[config.mk]
export PLATFORM = sky130hd
export DESIGN_NAME = mac_accumulator
export DESIGN_NICKNAME = d
export VERILOG_FILES = /design/src/rtl/mac_accumulator.sv
export SDC_FILE = /design/constraint.sdc
export NUM_CORES = 1
export LEC_CHECK = 0
export ABC_CLOCK_PERIOD_IN_PS = 8430
export CORE_ASPECT_RATIO = 0.6
export CORE_MARGIN = 2
export CORE_UTILIZATION = 40
export DETAILED_ROUTE_END_ITERATION = 10
export GPL_TIMING_DRIVEN = 1
export MAX_ROUTING_LAYER = met4
export PLACE_DENSITY = 0.59
export SLEW_MARGIN = 0
export SYNTH_ARGS = -nofsm -noshare
export SYNTH_HDL_FRONTEND = slang
export SYNTH_SLANG_ARGS = --single-unit
[constraint.sdc]
create_clock -name clk -period 8.43 [get_ports clk]
set_input_delay 1.686 -clock clk [delete_from_list [all_inputs] [get_ports clk]]
set_output_delay 1.686 -clock clk [all_outputs]
set_load 0.02 [all_outputs]
[src/rtl/mac_accumulator.sv]
// mac_accumulator
//    Sums a programmed number of 64-bit signed products from the 32x32 signed
//    multiplier into a guard-bit accumulator. The sum is then rounded
//    (half-up) and saturated to a signed 32-bit result in Q(FRAC_SHIFT).
//    Typical uses are dot products and filter-tap reduction.
//
// Ports
//    clk         in   system clock, rising edge
//    rst         in   asynchronous active-high reset
//    start       in   begin a block; sampled only in IDLE
//    len         in   block length in products; latched on start (0 = ignored)
//    prod        in   64-bit signed product
//    prod_valid  in   prod is valid this cycle
//    prod_ready  out  block accepts prod this cycle (ACCUM only)
//    acc_out     out  rounded, saturated signed 32-bit result
//    acc_valid   out  acc_out is valid (HOLD)
//    acc_ready   in   downstream accepts acc_out
//    sat         out  acc_out was clipped; qualified by acc_valid
//    busy        out  block is not in IDLE
module mac_accumulator #(
   parameter int LEN_W      = 8,
   parameter int ACC_W      = 64 + LEN_W,
   parameter int FRAC_SHIFT = 16
) (
   input  logic             clk,
   input  logic             rst,
   input  logic             start,
   input  logic [LEN_W-1:0] len,
   input  logic [63:0]      prod,
   input  logic             prod_valid,
   output logic             prod_ready,
   output logic [31:0]      acc_out,
   output logic             acc_valid,
   input  logic             acc_ready,
   output logic             sat,
   output logic             busy
);

   typedef enum logic [1:0] {
      IDLE  = 2'd0,
      ACCUM = 2'd1,
      ROUND = 2'd2,
      HOLD  = 2'd3
   } state_t;

   localparam logic signed [ACC_W-1:0] HALF    = {{(ACC_W-1){1'b0}}, 1'b1} << (FRAC_SHIFT - 1);
   localparam logic signed [ACC_W-1:0] MAX_POS = {{(ACC_W-31){1'b0}}, {31{1'b1}}};
   localparam logic signed [ACC_W-1:0] MIN_NEG = {{(ACC_W-31){1'b1}}, {31{1'b0}}};

   state_t                  state;
   state_t                  state_next;
   logic signed [ACC_W-1:0] acc;
   logic [LEN_W-1:0]        remaining;
   logic signed [ACC_W-1:0] prod_ext;
   logic signed [ACC_W-1:0] acc_biased;
   logic signed [ACC_W-1:0] rounded;
   logic [31:0]             out_next;
   logic                    sat_next;

   assign prod_ext = {{(ACC_W-64){prod[63]}}, prod};

   // Round half-up toward +inf: add half an LSB, then arithmetic shift.
   // The guard bits leave headroom for the bias even on a full-scale sum.
   assign acc_biased = acc + HALF;
   assign rounded    = acc_biased >>> FRAC_SHIFT;

   always_comb begin
      out_next = rounded[31:0];
      sat_next = 1'b0;
      if (rounded > MAX_POS) begin
         out_next = 32'h7FFF_FFFF;
         sat_next = 1'b1;
      end else if (rounded < MIN_NEG) begin
         out_next = 32'h8000_0000;
         sat_next = 1'b1;
      end
   end

   // State register
   always_ff @(posedge clk or posedge rst) begin
      if (rst) begin
         state <= IDLE;
      end else begin
         state <= state_next;
      end
   end

   // Next state and state-decoded handshake outputs
   always_comb begin
      state_next = state;
      prod_ready = 1'b0;
      acc_valid  = 1'b0;
      busy       = 1'b1;
      case (state)
         IDLE: begin
            busy = 1'b0;
            if (start && (len != '0)) begin
               state_next = ACCUM;
            end
         end
         ACCUM: begin
            prod_ready = 1'b1;
            if (prod_valid && (remaining == LEN_W'(1))) begin
               state_next = ROUND;
            end
         end
         ROUND: begin
            state_next = HOLD;
         end
         HOLD: begin
            acc_valid = 1'b1;
            if (acc_ready) begin
               state_next = IDLE;
            end
         end
         default: begin
            state_next = IDLE;
         end
      endcase
   end

   // Datapath: accumulator, product countdown and result registers.
   // acc_out/sat are loaded only in ROUND, so they stay stable through HOLD
   // and keep their value after the output handshake.
   always_ff @(posedge clk or posedge rst) begin
      if (rst) begin
         acc       <= '0;
         remaining <= '0;
         acc_out   <= '0;
         sat       <= 1'b0;
      end else begin
         case (state)
            IDLE: begin
               if (start && (len != '0)) begin
                  acc       <= '0;
                  remaining <= len;
               end
            end
            ACCUM: begin
               if (prod_valid) begin
                  acc       <= acc + prod_ext;
                  remaining <= remaining - LEN_W'(1);
               end
            end
            ROUND: begin
               acc_out <= out_next;
               sat     <= sat_next;
            end
            default: begin
            end
         endcase
      end
   end

endmodule

==> metrics.yaml, run 1 <==
io_buffer_count: 112
setup_violations: 0
drtIter0Drc: 1116
synth_edf_count: 0
clock_latency_ns: 0.45
grt_max_degree: 69
place_ws_ns: 2.75
yosysSeqAreaShare_pct: 28.5
cts_hold_buf: 0
clkSinkCount: 115
ys_ff_latch: 115
io_pins: 113
grt_pass1_vias: 9122
r2r-start: "acc[4]"
num_antenna_cells: 0
fin_util_pct: 49.1
yosysTopAreaCell: "dfrtp_1"
place.gp.congestion: 0.950
grt_pass1_wl_microns: 52100
crit_top_cell: "o31ai_1"
overflow: 0
syn_area_per_cell_sq_um: 7.97
critPathSlowestCell: "o31ai_1"
clk_path_buf_depth: 2
drive_above_1_share_pct: 4.22
fin_worst_skew_ns: 0.00815
yosys.area.top_type_share_pct: 28.5
root_buffer: "clkbuf_16"
min_path_type: "reg -> reg"
num_rows: 44
antenna_found_initial: 0
cp.arrival_ns: 5.70
min_period_ns: 5.37
vias: 9955
path_class: "in -> reg"
whs_ns: 0.490
cts-resized-gates: 0
final-hold-violation-count: 0
die_area_sq_um: 26600
crit_path_max_fanout: 5
worst_setup_path_start_kind: "input pin"
core_area_sq_um: 24500
min-delay-start: "acc[5]"
critPathBufInv: 1
dp_hpwl_microns: 24500
power.density_nw_per_um2: 352
fin_nets: 1496
die_h_microns: 127
final.period_utilization_pct: 63.7
wirelength_microns: 32400
leakage_nw: 5.10
path_cells: "clkdlybuf4s50_1, ha_1, nand3_1, o211ai_1, a311oi_1, o31ai_1, nand4_1, o31ai_1, a2111oi_0, o31a_1, o2111a_1, a221o_1"
die_width_microns: 209
finalPower_w: 0.00423
syn2layout_area_growth_pct: 19.2
cts_made_buffers: 17
worst-path-stages: 12
crit_start: "prod[4]"
fmax_ghz: 0.186
postSynthCellCount: 1266
ys.flop_type: "dfrtp_1"
grt_usage_pct: 25.7
crit_required_ns: 8.76
tns_ns: 0
max-vdd-ir-drop_mv: 0.204
drc: 0
yosys_warnings: 0
ant_nets: 0
htree_num_levels: 4
rsz0062_at_grt: "no"
wl_per_cell_microns: 19.3
endpoint_kind: "flip-flop"
post_cts_buffers: 0
slew_headroom_pct: 30.1
synthArstFlopShare_pct: 100
start_util_pct: 41.2
synth.distinct_cells: 69
cts_tree: "done"
slew_viol_final: 0
syn-num-nets: 1423
synthTopCellsByArea: "dfrtp_1, ha_1, nand2_1, o21ai_0, a21oi_1"
tightest_slew_ns: 1.02
max_stage_delay_ns: 0.58
crit_family: "compound AO/OA/AOI/OAI gates"
status: "complete, no violations"
cap_violations: 0
r2r_cells: 11
path_clk_slew_ns: 0.06
drtPass1Iterations: 5
hold_path_depth: 2
netlist_area_sq_um: 10100
via_per_inst: 5.95
setup_slack_ns: 3.06
==> cell usage after synthesis, types with 5 or more instances <==
cell type and number:
nand3_1 49, o21a_1 14, o31ai_1 10, o22a_1 32
and3_1 17, nand4_1 37, a221oi_1 5, o21bai_1 12
nor2b_1 5, nand2_1 146, dfrtp_1 115, and2_1 10
a21oi_1 100, a21o_1 47, nor3b_1 8, a211o_1 6
a211oi_1 10, o22ai_1 12, xor2_1 45, a32o_1 5
ha_1 79, nor2_1 89, inv_1 48, xnor2_1 55
or4_1 7, clkbuf_1 60, nor3_1 27, o31a_1 5
o21ai_0 102, nor4_1 7, or3_1 12, and4_1 6
a31oi_1 7
==> per-stage QoR <==
stage / std cells / instance area, sq um
detailed placement: 1642 / 11400
global route: 1674 / 12000
finish: 1674 / 12000
global placement: 1642 / 11400
floorplan: 1266 / 10100
CTS: 1674 / 12000
==> cell type report <==
cell class | count | area (sq um)
fillers | 2412 | 12500
multi-input cells | 1035 | 6770
flip-flops and latches | 115 | 2880
repair buffers | 122 | 1200
clock buffers | 19 | 443
well taps | 322 | 403
inverters | 48 | 183
clock inverters | 13 | 160
==> sequential cells by signal (all words and copies together) (netlist names) <==
| name | flops |
|---|---|
| acc_out | 32 |
| acc | 72 |
| sat | 1 |
| remaining | 8 |
| state | 2 |
==> cells in the final DEF (no fill, tap or decap), drive strengths merged, types with 8 or more instances in the layout <==
master and count:
a211oi 10, a21o 47, a21oi 100, and2 10, and3 17, buf 10, clkbuf 19, clkdlybuf4s50 112
clkinv 8, dfrtp 115, ha 79, inv 48, nand2 146, nand3 49, nand4 37, nor2 90
nor3 27, nor3b 8, o21a 14, o21ai 102, o21bai 12, o22a 32, o22ai 12, o31ai 10
or3 12, xnor2 55, xor2 45
==> per-layer routing <==
layer | part of all wire [%] | wire (microns) | track usage (%)
met5 | 0 | 0 | -
met4 | 1.2 | 391 | 5.13
met3 | 8.1 | 2630 | 5.73
met2 | 36 | 11700 | 31.0
met1 | 55 | 17700 | 41.7
==> tightest hold or removal path, stage by stage (launching register included) <==
cell	delay (ns)
dfrtp_1	0.34
nand2_1	0.05
o21ai_0	0.06
==> logic make-up after synthesis <==
kind of cell             after synthesis  synth area share [%]
adder cells (fa/ha/maj)               80                  9.99
buffers and inverters                116                  4.59
AO/OA/AOI/OAI                        409                  26.5
flip-flops                           115                  28.5
multiplexers                           5                 0.508
XOR/XNOR                             100                  8.68
AND/OR/NAND/NOR                      441                  21.3
==> worst paths after layout <==
kind | slack, ns | end
max | 3.06 | acc[45]
min | 0.49 | acc[5]
max reg2reg | 4.32 | acc[45]
min reg2reg | 0.49 | acc[5]
max in group asynchronous | 5.37 | acc[68]
min in group asynchronous | 1.71 | acc_out[22]
==> where the power goes <==
part | total, W | internal (W) | switching [W]
registers | 0.00108 | 0.000771 | 0.000310
logic | 0.00239 | 0.000971 | 0.00142
clock network | 0.000765 | 0.000471 | 0.000294
Note: power is estimated with default switching activity, not from simulation.
==> run 2, diff against run 1 <==
--- a/config.mk
+++ b/config.mk
@@ -5,7 +5,7 @@
 export SDC_FILE = /design/constraint.sdc
 export NUM_CORES = 1
 export LEC_CHECK = 0
-export ABC_CLOCK_PERIOD_IN_PS = 8430
+export ABC_CLOCK_PERIOD_IN_PS = 5000
 export CORE_ASPECT_RATIO = 0.6
 export CORE_MARGIN = 2
 export CORE_UTILIZATION = 40
==> constraint.sdc (replaced) <==
create_clock -name clk -period 5 [get_ports clk]
set_input_delay 1 -clock clk [delete_from_list [all_inputs] [get_ports clk]]
set_output_delay 1 -clock clk [all_outputs]
set_load 0.02 [all_outputs]
==> run 2 against run 1 <==
Against the previous run:
- setup slack worse by 2.9 ns
- clock skew is 0.0025 ns higher
- die area stayed put
- clock power is 57% higher
- first-iteration DRC count is 25% lower
- power is 68% higher
- wire length is 1.3% higher
- utilization is 0.13 points higher
- register-to-register slack worse by 3.5 ns
- via count is 0.51% lower
- largest power group unchanged
==> metrics.yaml, run 2 (same netlist as run 1, synthesis figures left out) <==
cts_tree: "done"  # unchanged
via_per_inst: 5.89  # was 5.95
path_class: "in -> reg"  # unchanged
whs_ns: 0.484  # was 0.490 ns
drtIter0Drc: 839  # was 1,116
p_int_w: 0.00367  # was 0.00221 W
root_buffer: "clkbuf_16"  # unchanged
grt_usage_pct: 25.6  # was 25.7%
power.switching_w: 0.00344  # was 0.00202 W
grt_pass1_wl_microns: 51900  # was 52,100 microns
slew_headroom_pct: 7.56  # was 30.1%
setup_violations: 0  # unchanged
wl_per_cell_microns: 19.5  # was 19.3 microns
post_cts_buffers: 0  # unchanged
combPwrFrac_pct: 57.4  # was 56.4%
p_clk_share_pct: 16.8  # was 18.1%
overflow: 0  # unchanged
drtPass1Iterations: 7  # was 5
p_seq_share_pct: 25.8  # was 25.5%
rsz0062_at_grt: "no"  # unchanged
cts_made_buffers: 17  # unchanged
top_register: "acc"  # unchanged
start_util_pct: 41.2  # unchanged
dp.cells: 1650  # was 1,642
max-vdd-ir-drop_mv: 0.288  # was 0.204 mV
drc: 0  # unchanged
max_stage_delay_ns: 1.11  # was 0.58 ns
power.density_nw_per_um2: 590  # was 352 nW/um^2
num_antenna_cells: 0  # unchanged
die_area_sq_um: 26600  # unchanged
worst_setup_path_start_kind: "input pin"  # unchanged
tns_ns: 0  # unchanged
crit_top_cell: "o31ai_1"  # unchanged
num_rows: 44  # unchanged
layout_commonest_cell: "nand2_1"  # unchanged
core_area_sq_um: 24500  # unchanged
path_clk_slew_ns: 0.05  # was 0.06 ns
io_pins: 113  # unchanged
die_h_microns: 127  # unchanged
htree_num_levels: 4  # unchanged
clk_path_buf_depth: 2  # unchanged
leakage_nw: 5.12  # was 5.10 nW
layout_common_cells: "nand2_1, dfrtp_1, clkdlybuf4s50_1, o21ai_0, a21oi_1"  # unchanged
fin_worst_skew_ns: 0.0107  # was 0.00815 ns
p_sw_share_pct: 48.4  # was 47.7%
clock_latency_ns: 0.43  # was 0.45 ns
fmax_ghz: 0.208
cap_violations: 0  # unchanged
critPathSlowestCell: "a2111oi_0"  # was o31ai_1
min_period_ns: 4.81
drive_above_1_share_pct: 4.71  # was 4.22%
tightest_slew_ns: 1.35  # was 1.02 ns
ant_nets: 0  # unchanged
slew_viol_final: 0  # unchanged
path_cells: "clkdlybuf4s50_1, ha_1, a21oi_1, o211ai_1, a311oi_1, o31ai_1, nand4_1, o31ai_1, buf_4, a2111oi_0, o31a_1, o21ai_0, a221o_1"  # was clkdlybuf4s50_1, ha_1, nand3_1, o211ai_1, a311oi_1, o31ai_1, nand4_1, o31ai_1, a2111oi_0, o31a_1, o2111a_1, a221o_1
dp_hpwl_microns: 25100  # was 24,500 microns
wirelength_microns: 32800  # was 32,400 microns
vias: 9904  # was 9,955
finalPower_w: 0.00711  # was 0.00423 W
crit_path_max_fanout: 4  # was 5
die_width_microns: 209  # unchanged
io_buffer_count: 112  # unchanged
crit_required_ns: 5.30  # was 8.76 ns
largestRegisters: "acc: 72 flops, acc_out: 32 flops, remaining: 8 flops"  # unchanged
largest_register_ffs: 72  # unchanged
fin_nets: 1504  # was 1,496
cts_hold_buf: 0  # unchanged
cts-resized-gates: 0  # unchanged
place.gp.congestion: 0.933  # was 0.950
antenna_found_initial: 0  # unchanged
min_path_type: "reg -> reg"  # unchanged
cp.arrival_ns: 5.11  # was 5.70 ns
final.period_utilization_pct: 96.2
layout.cells.non_filler: 1681  # was 1,674
syn2layout_area_growth_pct: 19.5  # was 19.2%
status: "complete, no violations"  # unchanged
grt_max_degree: 63  # was 69
clkSinkCount: 115  # unchanged
grt_pass1_vias: 9117  # was 9,122
endpoint_kind: "flip-flop"  # unchanged
final-hold-violation-count: 0  # unchanged
==> run 2: final cells by class <==
cell class	count	area (sq um)
fillers	2374	12400
multi-input cells	1035	6770
flip-flops and latches	115	2880
repair buffers	130	1270
clock buffers	20	457
well taps	322	403
inverters	48	183
clock inverters	11	106
==> run 2: stage by stage <==
step / cell area, sq um / util, % / setup WS [ns]
floorplan: 10100 / - / 0.956
global placement: 11500 / 47.0 / 0.0289
detailed placement: 11500 / 47.0 / -0.0593
CTS: 12100 / 49.2 / 0.375
global route: 12100 / 49.2 / 0.0276
finish: 12100 / 49.2 / 0.191
==> run 2: path summary, 6_finish.rpt <==
check / start / end / slack [ns] / cells past startpoint
setup / recovery: prod[1] / acc[45] / 0.19 / 13
hold / removal: acc[13] / acc[13] / 0.48 / 2
setup reg to reg: acc[1] / acc[45] / 0.83 / 12
hold reg to reg: acc[13] / acc[13] / 0.48 / 2
max in group asynchronous: rst / acc[12] / 3.13 / 3
min in group asynchronous: rst / acc_out[24] / 1.04 / 2
==> run 2: worst max-delay path, delay by kind of cell <==
| family | cells | cell delay, ns |
|---|---|---|
| AND/OR/NAND/NOR | 1 | 0.17 |
| AO/OA/AOI/OAI | 9 | 3.06 |
| adder cells (fa/ha/maj) | 1 | 0.30 |
| buffers and inverters | 2 | 0.58 |
==> run 2: power groups by stage <==
stage          logic, W  clock network (W)  registers (W)
2_1_floorplan   0.00290                  0        0.00170
3_3_place_gp    0.00398                  0        0.00182
3_5_place_dp    0.00401                  0        0.00183
4_1_cts         0.00403            0.00121        0.00182
5_1_grt         0.00452            0.00125        0.00189
6_report        0.00408            0.00120        0.00184
==> run 2: metal layers <==
| metal | GRT usage (%) | wire [microns] | vias up |
|---|---|---|---|
| met1 | 40.5 | 17700 | 4707 |
| li1 | - | - | 4824 |
| met2 | 32.2 | 12300 | 347 |
| met3 | 5.95 | 2530 | 26 |
| met5 | - | 0 | - |
| met4 | 4.66 | 283 | 0 |
==> run 3, diff against run 2 <==
--- a/config.mk
+++ b/config.mk
@@ -5,7 +5,6 @@
 export SDC_FILE = /design/constraint.sdc
 export NUM_CORES = 1
 export LEC_CHECK = 0
-export ABC_CLOCK_PERIOD_IN_PS = 5000
 export CORE_ASPECT_RATIO = 0.6
 export CORE_MARGIN = 2
 export CORE_UTILIZATION = 40
==> results of run 3 <==
The final DEF is identical to that of run 2; final timing and power are the same.
